$ cat src/rtl/sha256_msg_padder_if.sv
// Block handshake between the SHA-256 message padder (master) and the compression core (slave).
interface sha256_msg_padder_if;
    logic         blk_valid;
    logic         blk_ready;
    logic [511:0] blk_data;
    logic         blk_last;

    modport master (output blk_valid, output blk_data, output blk_last, input blk_ready);
    modport slave  (input blk_valid, input blk_data, input blk_last, output blk_ready);
endinterface

$ cat src/rtl/sha256_msg_padder.sv
// SHA-256 message padder: fetches NUM_OF_WORDS words, pads, hands out 512-bit blocks.
// Optional SHA256_PAD_BSWAP_EN byte-reverses each memory word before it enters the block.
module sha256_msg_padder #(
    parameter int NUM_OF_WORDS = 20
) (
    input  logic                        clk,
    input  logic                        reset_n,
    input  logic                        start,
    input  logic [15:0]                 message_addr,
    output logic                        mem_clk,
    output logic                        mem_we,
    output logic [15:0]                 mem_addr,
    input  logic [31:0]                 mem_read_data,
    sha256_msg_padder_if.master         blk,
    output logic                        busy,
    output logic                        done
);

    localparam int          NW     = NUM_OF_WORDS;
    localparam int          NB     = (NW + 18) / 16;
    localparam logic [7:0]  LAST_B = 8'(NB - 1);
    localparam logic [63:0] LEN    = 64'(NW) * 64'd32;

    localparam logic [1:0] IDLE  = 2'd0;
    localparam logic [1:0] FETCH = 2'd1;
    localparam logic [1:0] OUT   = 2'd2;

    logic [1:0]   state_q, state_d;
    logic [7:0]   b_q, b_d;
    logic [4:0]   c_q, c_d;
    logic [15:0]  base_q, base_d;
    logic [15:0]  addr_q, addr_d;
    logic [511:0] buf_q, buf_d;
    logic         done_q, done_d;

    logic         is_last;
    logic [4:0]   m_b;
    int           rem;
    logic [511:0] pad_blk;
    logic [31:0]  mem_word;

    assign is_last = (b_q == LAST_B);

`ifdef SHA256_PAD_BSWAP_EN
    assign mem_word = {mem_read_data[7:0], mem_read_data[15:8],
                       mem_read_data[23:16], mem_read_data[31:24]};
`else
    assign mem_word = mem_read_data;
`endif

    // Number of memory words that belong to the current block.
    always_comb begin
        rem = NW - 16 * int'(b_q);
        if (rem <= 0) begin
            m_b = 5'd0;
        end else if (rem >= 16) begin
            m_b = 5'd16;
        end else begin
            m_b = 5'(rem);
        end
    end

    always_comb begin
        int          g;
        logic [31:0] w;
        g       = 0;
        w       = '0;
        pad_blk = buf_q;
        for (int unsigned k = 0; k < 16; k++) begin
            if (k >= 32'(m_b)) begin
                g = 16 * int'(b_q) + int'(k);
                if (g == NW) begin
                    w = 32'h8000_0000;
                end else if (is_last && k == 14) begin
                    w = LEN[63:32];
                end else if (is_last && k == 15) begin
                    w = LEN[31:0];
                end else begin
                    w = '0;
                end
                pad_blk[32*k +: 32] = w;
            end
        end
    end

    always_comb begin
        state_d = state_q;
        b_d     = b_q;
        c_d     = c_q;
        base_d  = base_q;
        addr_d  = addr_q;
        buf_d   = buf_q;
        done_d  = 1'b0;
        case (state_q)
            IDLE: begin
                if (start) begin
                    base_d  = message_addr;
                    addr_d  = message_addr;
                    b_d     = '0;
                    c_d     = '0;
                    state_d = FETCH;
                end
            end
            FETCH: begin
                // Cycle 0 lays down padding; data words arrive one cycle behind their address.
                if (c_q == 5'd0) begin
                    buf_d = pad_blk;
                end else begin
                    buf_d[32*(int'(c_q) - 1) +: 32] = mem_word;
                end
                if ((6'(c_q) + 6'd1) < 6'(m_b)) begin
                    addr_d = addr_q + 16'd1;
                end
                if (c_q == m_b) begin
                    state_d = OUT;
                end else begin
                    c_d = c_q + 5'd1;
                end
            end
            OUT: begin
                if (blk.blk_ready) begin
                    if (is_last) begin
                        state_d = IDLE;
                        done_d  = 1'b1;
                    end else begin
                        b_d     = b_q + 8'd1;
                        c_d     = '0;
                        addr_d  = base_q + 16'({b_q + 8'd1, 4'b0000});
                        state_d = FETCH;
                    end
                end
            end
            default: state_d = IDLE;
        endcase
    end

    always_ff @(posedge clk or negedge reset_n) begin
        if (!reset_n) begin
            state_q <= IDLE;
            b_q     <= '0;
            c_q     <= '0;
            base_q  <= '0;
            addr_q  <= '0;
            buf_q   <= '0;
            done_q  <= 1'b0;
        end else begin
            state_q <= state_d;
            b_q     <= b_d;
            c_q     <= c_d;
            base_q  <= base_d;
            addr_q  <= addr_d;
            buf_q   <= buf_d;
            done_q  <= done_d;
        end
    end

    assign mem_clk       = clk;
    assign mem_we        = 1'b0;
    assign mem_addr      = addr_q;
    assign busy          = (state_q != IDLE);
    assign done          = done_q;
    assign blk.blk_valid = (state_q == OUT);
    assign blk.blk_last  = (state_q == OUT) && is_last;
    assign blk.blk_data  = buf_q;

endmodule

$ cat src/flat_wrapper.sv
// flat-port wrapper written by rule: the top's interface ports become plain ports
module sha256_msg_padder_flat 
#(
    parameter int NUM_OF_WORDS = 20
)
  (clk, reset_n, start, message_addr, mem_clk, mem_we, mem_addr, mem_read_data, busy, done, blk_blk_valid, blk_blk_data, blk_blk_last, blk_blk_ready);
  sha256_msg_padder_if blk_i ();
  input  logic clk;
  input  logic reset_n;
  input  logic start;
  input  logic [15:0] message_addr;
  output logic mem_clk;
  output logic mem_we;
  output logic [15:0] mem_addr;
  input  logic [31:0] mem_read_data;
  output logic busy;
  output logic done;
  output wire logic [$bits(blk_i.blk_valid)-1:0] blk_blk_valid;
  output wire logic [$bits(blk_i.blk_data)-1:0] blk_blk_data;
  output wire logic [$bits(blk_i.blk_last)-1:0] blk_blk_last;
  input wire logic [$bits(blk_i.blk_ready)-1:0] blk_blk_ready;
  assign blk_blk_valid = blk_i.blk_valid;
  assign blk_blk_data = blk_i.blk_data;
  assign blk_blk_last = blk_i.blk_last;
  assign blk_i.blk_ready = blk_blk_ready;
  sha256_msg_padder #(.NUM_OF_WORDS(NUM_OF_WORDS)) u_core (.clk(clk), .reset_n(reset_n), .start(start), .message_addr(message_addr), .mem_clk(mem_clk), .mem_we(mem_we), .mem_addr(mem_addr), .mem_read_data(mem_read_data), .blk(blk_i), .busy(busy), .done(done));
endmodule
$ cat config.mk
export PLATFORM = sky130hd
export DESIGN_NAME = sha256_msg_padder_flat
export DESIGN_NICKNAME = d
export VERILOG_FILES = /design/src/rtl/sha256_msg_padder_if.sv /design/src/rtl/sha256_msg_padder.sv /design/src/flat_wrapper.sv
export SDC_FILE = /design/constraint.sdc
export NUM_CORES = 1
export LEC_CHECK = 0
export ABC_AREA = 1
export CORE_MARGIN = 4
export CORE_UTILIZATION = 51
export DETAILED_ROUTE_END_ITERATION = 10
export PLACE_DENSITY = 0.8
export SYNTH_ARGS = -nofsm -noshare
export SYNTH_HDL_FRONTEND = slang
export SYNTH_SLANG_ARGS = --single-unit
$ cat constraint.sdc
create_clock -name clk -period 3.69 [get_ports clk]
set_input_delay 0.369 -clock clk [delete_from_list [all_inputs] [get_ports clk]]
set_output_delay 0.369 -clock clk [all_outputs]
set_load 0.1 [all_outputs]
==> results.sh, run 1 <==
export IMPL_rows=83
export IMPL_multi_input_area_mm2=0.0106
export IMPL_post_synth_top_area_cell="dfrtp_1"
export IMPL_synthXorXnorAreaFrac=0.00296
export IMPL_vias_per_cell=5.68
export IMPL_final_cell_mix="989 x nand2_1, 583 x nand3_1, 580 x clkdlybuf4s50_1"
export IMPL_syn_num_nets=3483
export IMPL_die_h_um=237
export IMPL_drt_wirelength_per_cell_um=21.9
export IMPL_syn_cell_area_mm2=0.0266
export IMPL_grt_pass1_vias=24800
export IMPL_clk_pin_slew_ps=60
export IMPL_max_stage_delay_ps=970
export IMPL_wl_mm=101
export IMPL_layout_commonest_cell="nand2_1"
export IMPL_cap_violations=0
export IMPL_crit_slowest_cell="clkdlybuf4s50_1"
export IMPL_grt_setup_unrepaired="false"
export IMPL_synthTopCellsByArea="dfrtp_1 53%, nand2_1 14%, nand3_1 11%, nor2_1 4.4%, inv_1 4.0%"
export IMPL_drive_gt1_frac=0.0586
export IMPL_required_ps=3320
export IMPL_diodes=0
export IMPL_start_util=0.517
export IMPL_status="finished clean"
export IMPL_avgSynthCellArea_um2=7.83
export IMPL_die_w_um=237
export IMPL_start_kind="clock port"
export IMPL_synthCells=3400
export IMPL_hold_path_class="primary input to flop"
export IMPL_fin_crit_ps=3430
export IMPL_cp_num_buf_inv=3
export IMPL_num_fill_cells=4208
export IMPL_crit_type="clock port to primary output"
export IMPL_setup_viol=0
export IMPL_endpoint_kind="primary output"
export IMPL_overflow=0
export IMPL_coreArea_mm2=0.0515
export IMPL_antenna_found_initial=0
export IMPL_dp_hpwl_mm=70.5
export IMPL_synth_mux_area_fraction=0.00211
export IMPL_fin_nets=3983
export IMPL_synth_top_family_by_area="simple AND/OR/NAND/NOR gates"
export IMPL_drtPass1Iterations=9
export IMPL_synth_compound_area_frac=0.0469
export IMPL_antenna_left=0
export IMPL_skew_ps=35.6
export IMPL_ys_seq_elements=560
export IMPL_worst_ep_arrival_time_ps=3060
export IMPL_yosys_warnings=0
export IMPL_synth_top_area_frac=0.526
export IMPL_path_delay_family="buffers and inverters"
export IMPL_worst_path_most_repeated_cell="clkbuf_16"
export IMPL_final_seq_area_mm2=0.0140
export IMPL_fin_tns_setup_ps=0
export IMPL_synth_simple_area_share=0.327
export IMPL_cp_max_fo=2
export IMPL_grt_total_usage=0.349
export IMPL_place_gp_congestion=0.963
export IMPL_fmax_mhz=294
export IMPL_insertion_delay_ps=730
export IMPL_io_buffer_count=584
export IMPL_synth_seq_area_share=0.526
export IMPL_cts_tree="yes"
export IMPL_drv_slew=0
export IMPL_ios=586
export IMPL_dieArea_mm2=0.0559
export IMPL_areaGrowthSynthToFinish_pct=31.9
export IMPL_drtIter0Drc=3136
export IMPL_drc_errors=0
export IMPL_worst_pin_slew_ps=1180
export IMPL_path_cells="clkbuf_16 > clkbuf_16 > clkdlybuf4s50_1"
export IMPL_grt_pass1_wl_mm=152
export IMPL_grt_max_degree=110
export IMPL_maxSlewHeadroom=0.209
export IMPL_synthAdderAreaFrac=0.0148
export IMPL_min_period_over_period=0.929
export IMPL_hold_violations=0
export IMPL_synth_distinct_cells=40
export IMPL_via_count=26300
[synth_stat cells]
master	instances
nand4_1	46
ha_1	30
a21o_1	2
inv_1	281
buf_1	10
buf_4	14
clkbuf_1	85
xor2_1	8
buf_2	112
inv_2	13
o21ai_1	74
nand2_1	990
nor2_1	313
nor2_2	8
a21oi_1	21
a21oi_2	1
nand3_2	2
or2_2	2
a31oi_1	1
mux2_2	5
conb_1	1
nand2_2	10
o21bai_1	1
clkinv_1	1
nor4_2	1
nor3_4	1
nor3_1	69
o22ai_1	5
nand3_4	1
dfrtp_1	560
xnor2_1	1
nand3_1	585
nor2_4	1
nor2_8	1
a22oi_1	3
nand3b_1	2
o211ai_1	1
o21ai_0	135
fa_1	1
nor3_2	2
[worst min-delay path: cells and delay by family]
kind / cells / cell delay, ps
buffers and inverters: 2 / 460
AO/OA/AOI/OAI: 1 / 80
[sequential cells by signal (all words and copies together), names as in the netlist]
signal               count
u_core.state_q           2
u_core.blk.blk_data    512
u_core.b_q               8
u_core.c_q               5
u_core.base_q           16
u_core.done              1
u_core.mem_addr         16
[layer usage]
metal,part of all wire,vias up,wire length [um],global-route usage
li1,-,11900,-,-
met4,0.073,0,7360,0.208
met5,0,-,0,0
met1,0.37,12500,37500,0.448
met3,0.10,320,10200,0.0788
met2,0.46,1547,46100,0.543
[stage by stage]
step           hold WS [ps]  instances  worst slack [ps]  utilization  instance area, um2
2_1_floorplan          73.4       3400               476            -               26600
4_1_cts                 217       4614              34.8        0.679               35000
6_report                243       4621               260        0.682               35100
3_5_place_dp            428       4510              68.6        0.641               33000
5_1_grt                 245       4621              2.50        0.682               35100
3_3_place_gp            430       4510               205        0.641               33000
[area by class of cell]
type                            count  area share
Clock buffer                       89      0.0523
Clock inverter                     15     0.00324
Inverter                          295      0.0319
Multi-Input combinational cell   2324       0.301
Sequential cell                   560       0.399
Tap cell                          680      0.0242
Timing Repair Buffer              658       0.188
[timing repair]
action | 4_1_cts | 5_1_grt
endpoints found under the setup margin | 0 | 487
hold buffers | 1 | 0
gates resized for setup | 0 | 21
setup buffers | 0 | 6
endpoints found under the hold margin | 76 | 0
[cell families after synthesis]
family / after synthesis
AO/OA/AOI/OAI: 244
XOR/XNOR: 9
adder cells (fa/ha/maj): 31
buffers and inverters: 516
flip-flops: 560
multiplexers: 5
other: 1
AND/OR/NAND/NOR: 2034
[worst paths after layout]
| check | slack (ps) | startpoint | cells after the start | endpoint |
|---|---|---|---|---|
| setup / recovery | 260 | clk | 3 | mem_clk |
| hold / removal | 240 | message_addr[15] | 3 | u_core.base_q[15] |
| setup reg to reg | 290 | u_core.c_q[0] | 20 | u_core.blk.blk_data[501] |
| hold reg to reg | 470 | u_core.blk.blk_data[16] | 2 | u_core.blk.blk_data[16] |
| max in group asynchronous | 2350 | reset_n | 3 | u_core.mem_addr[13] |
| min in group asynchronous | 260 | reset_n | 2 | u_core.blk.blk_data[26] |
Power of run 1 is not shown: default switching activity piles up to over one toggle a cycle in this logic, so the estimate is an artifact.
==> run 2, diff against run 1 <==
--- a/config.mk
+++ b/config.mk
@@ -7,9 +7,9 @@
 export LEC_CHECK = 0
 export ABC_AREA = 1
 export CORE_MARGIN = 4
-export CORE_UTILIZATION = 51
+export CORE_UTILIZATION = 35
 export DETAILED_ROUTE_END_ITERATION = 10
-export PLACE_DENSITY = 0.8
+export SLEW_MARGIN = 20
 export SYNTH_ARGS = -nofsm -noshare
 export SYNTH_HDL_FRONTEND = slang
 export SYNTH_SLANG_ARGS = --single-unit
==> results.sh, run 2 (synthesis gave the netlist of run 1 again) <==
export IMPL_hold_path_class="primary input to flop"
export IMPL_clk_pin_slew_ps=50
export IMPL_grt_pass1_wl_mm=166
export IMPL_path_cells="inv_1 > ha_1 > inv_1 > nand2_1 > nand2_1 > nor2_1 > nand3_1 > nor2_2 > ha_1 > inv_2 > a21oi_1 > nor2_2 > nand4_1 > inv_1 > nand3_1 > buf_6 > nand3_1 > o21ai_0"
export IMPL_place_gp_congestion=0.857
export IMPL_preCtsSetupSlack_ps=153
export IMPL_start_util=0.355
export IMPL_drt_wirelength_per_cell_um=22.7
export IMPL_die_w_um=284
export IMPL_gr_usage_met3=0.0520
export IMPL_hold_violations=0
export IMPL_required_ps=4260
export IMPL_final_cell_mix="989 x nand2_1, 584 x nand3_1, 580 x clkdlybuf4s50_1"
export IMPL_endpoint_kind="flop"
export IMPL_fin_nets=4002
export IMPL_crit_type="flop to flop"
export IMPL_grt_max_degree=121
export IMPL_drive_gt1_frac=0.0613
export IMPL_coreArea_mm2=0.0749
export IMPL_max_stage_delay_ps=420
export IMPL_grt_total_usage=0.269
export IMPL_num_fill_cells=7392
export IMPL_drv_slew=0
export IMPL_status="finished clean"
export IMPL_path_delay_family="simple AND/OR/NAND/NOR gates"
export IMPL_dp_hpwl_mm=77.1
export IMPL_largest_reg_flops=512
export IMPL_grt_use_met2=0.431
export IMPL_top_usage_layer="met2"
export IMPL_grt_pass1_vias=24600
export IMPL_cp_num_buf_inv=5
export IMPL_rows=100
export IMPL_skew_ps=26.2
export IMPL_final_area_mm2=0.0360
export IMPL_via_count=25500
export IMPL_timing_hold_ws_ps=271
export IMPL_maxSlewHeadroom=0.223
export IMPL_cp_max_fo=30
export IMPL_antenna_found_initial=3
export IMPL_grt_setup_unrepaired="true"
export IMPL_start_kind="flop"
export IMPL_drtPass1Iterations=8
export IMPL_cap_violations=0
export IMPL_fin_tns_setup_ps=0
export IMPL_min_period_over_period=0.950
export IMPL_io_buffer_count=584
export IMPL_insertion_delay_ps=720
export IMPL_areaGrowthSynthToFinish_pct=35.1
export IMPL_antenna_left=0
export IMPL_drc_errors=0
export IMPL_dpl_instance_area_mm2=0.0336
export IMPL_cts_tree="yes"
export IMPL_wl_mm=112
export IMPL_drtIter0Drc=2438
export IMPL_setup_viol=0
export IMPL_layout_commonest_cell="nand2_1"
export IMPL_overflow=0
export IMPL_fin_ws_ps=186
export IMPL_use_met1=0.353
export IMPL_dieArea_mm2=0.0806
export IMPL_worst_ep_arrival_time_ps=4080
export IMPL_fin_crit_ps=3500
export IMPL_fmax_mhz=285
export IMPL_ios=586
export IMPL_crit_slowest_cell="dfrtp_1"
export IMPL_vias_per_cell=5.17
export IMPL_die_h_um=284
export IMPL_worst_pin_slew_ps=1160
run 2: changes by cell type in the layout (fill, tap and decap cells not counted), moves of 3 or more:
cell       delta
buf_12       +11
clkbuf_16    +10
clkbuf_1      +9
bufinv_16     +3
clkinv_2      -7
clkbuf_8      -9
run 2: final cells by class:
type,instances,area [um2],share of cell area
Timing Repair Buffer,666,6790,0.189
Inverter,295,1130,0.0313
Clock buffer,100,2020,0.0562
Clock inverter,14,214,0.00594
Tap cell,969,1210,0.0337
Multi-Input combinational cell,2326,10600,0.295
Antenna cell,2,5.00,0.000139
Sequential cell,560,14000,0.389
run 2: worst register-to-register path, cell delays in order, from the launching register on:
cell	delay (ps)
dfrtp_1	420
inv_1	110
ha_1	200
inv_1	50
nand2_1	90
nand2_1	100
nor2_1	90
nand3_1	120
nor2_2	170
ha_1	320
inv_2	170
a21oi_1	100
nor2_2	260
nand4_1	310
inv_1	210
nand3_1	160
buf_6	270
nand3_1	140
o21ai_0	100
run 2: routing by layer:
metal  share of wire  vias up  wire length [um]
li1                -    12000                 -
met1            0.42    12300             46600
met2            0.47      999             52300
met3           0.068      212              7590
met4           0.050        0              5580
met5               0        -                 0
run 2: metrics by stage:
| step | instances | util |
|---|---|---|
| 2_1_floorplan | 3400 | - |
| 3_3_place_gp | 4811 | 0.449 |
| 3_5_place_dp | 4811 | 0.449 |
| 4_1_cts | 4925 | 0.479 |
| 5_1_grt | 4931 | 0.480 |
| 6_report | 4932 | 0.480 |
run 2: what timing repair did:
action | 4_1_cts | 5_1_grt
endpoints found under the setup margin | 0 | 383
gates resized for setup | 0 | 18
endpoints found under the hold margin | 83 | 0
buffers inserted | 0 | 3
hold buffers | 1 | 0
run 2: worst paths after layout:
check | to | slack, ps | cells past startpoint | from
max in group asynchronous | u_core.blk.blk_data[305] | 2300 | 3 | reset_n
min in group asynchronous | u_core.blk.blk_data[0] | 340 | 2 | reset_n
setup / recovery | u_core.blk.blk_data[227] | 190 | 18 | u_core.c_q[1]
hold reg to reg | u_core.blk.blk_data[24] | 470 | 2 | u_core.blk.blk_data[24]
setup reg to reg | u_core.blk.blk_data[227] | 190 | 18 | u_core.c_q[1]
hold / removal | u_core.base_q[3] | 270 | 3 | message_addr[3]
Power of run 2 is left out for the same reason.
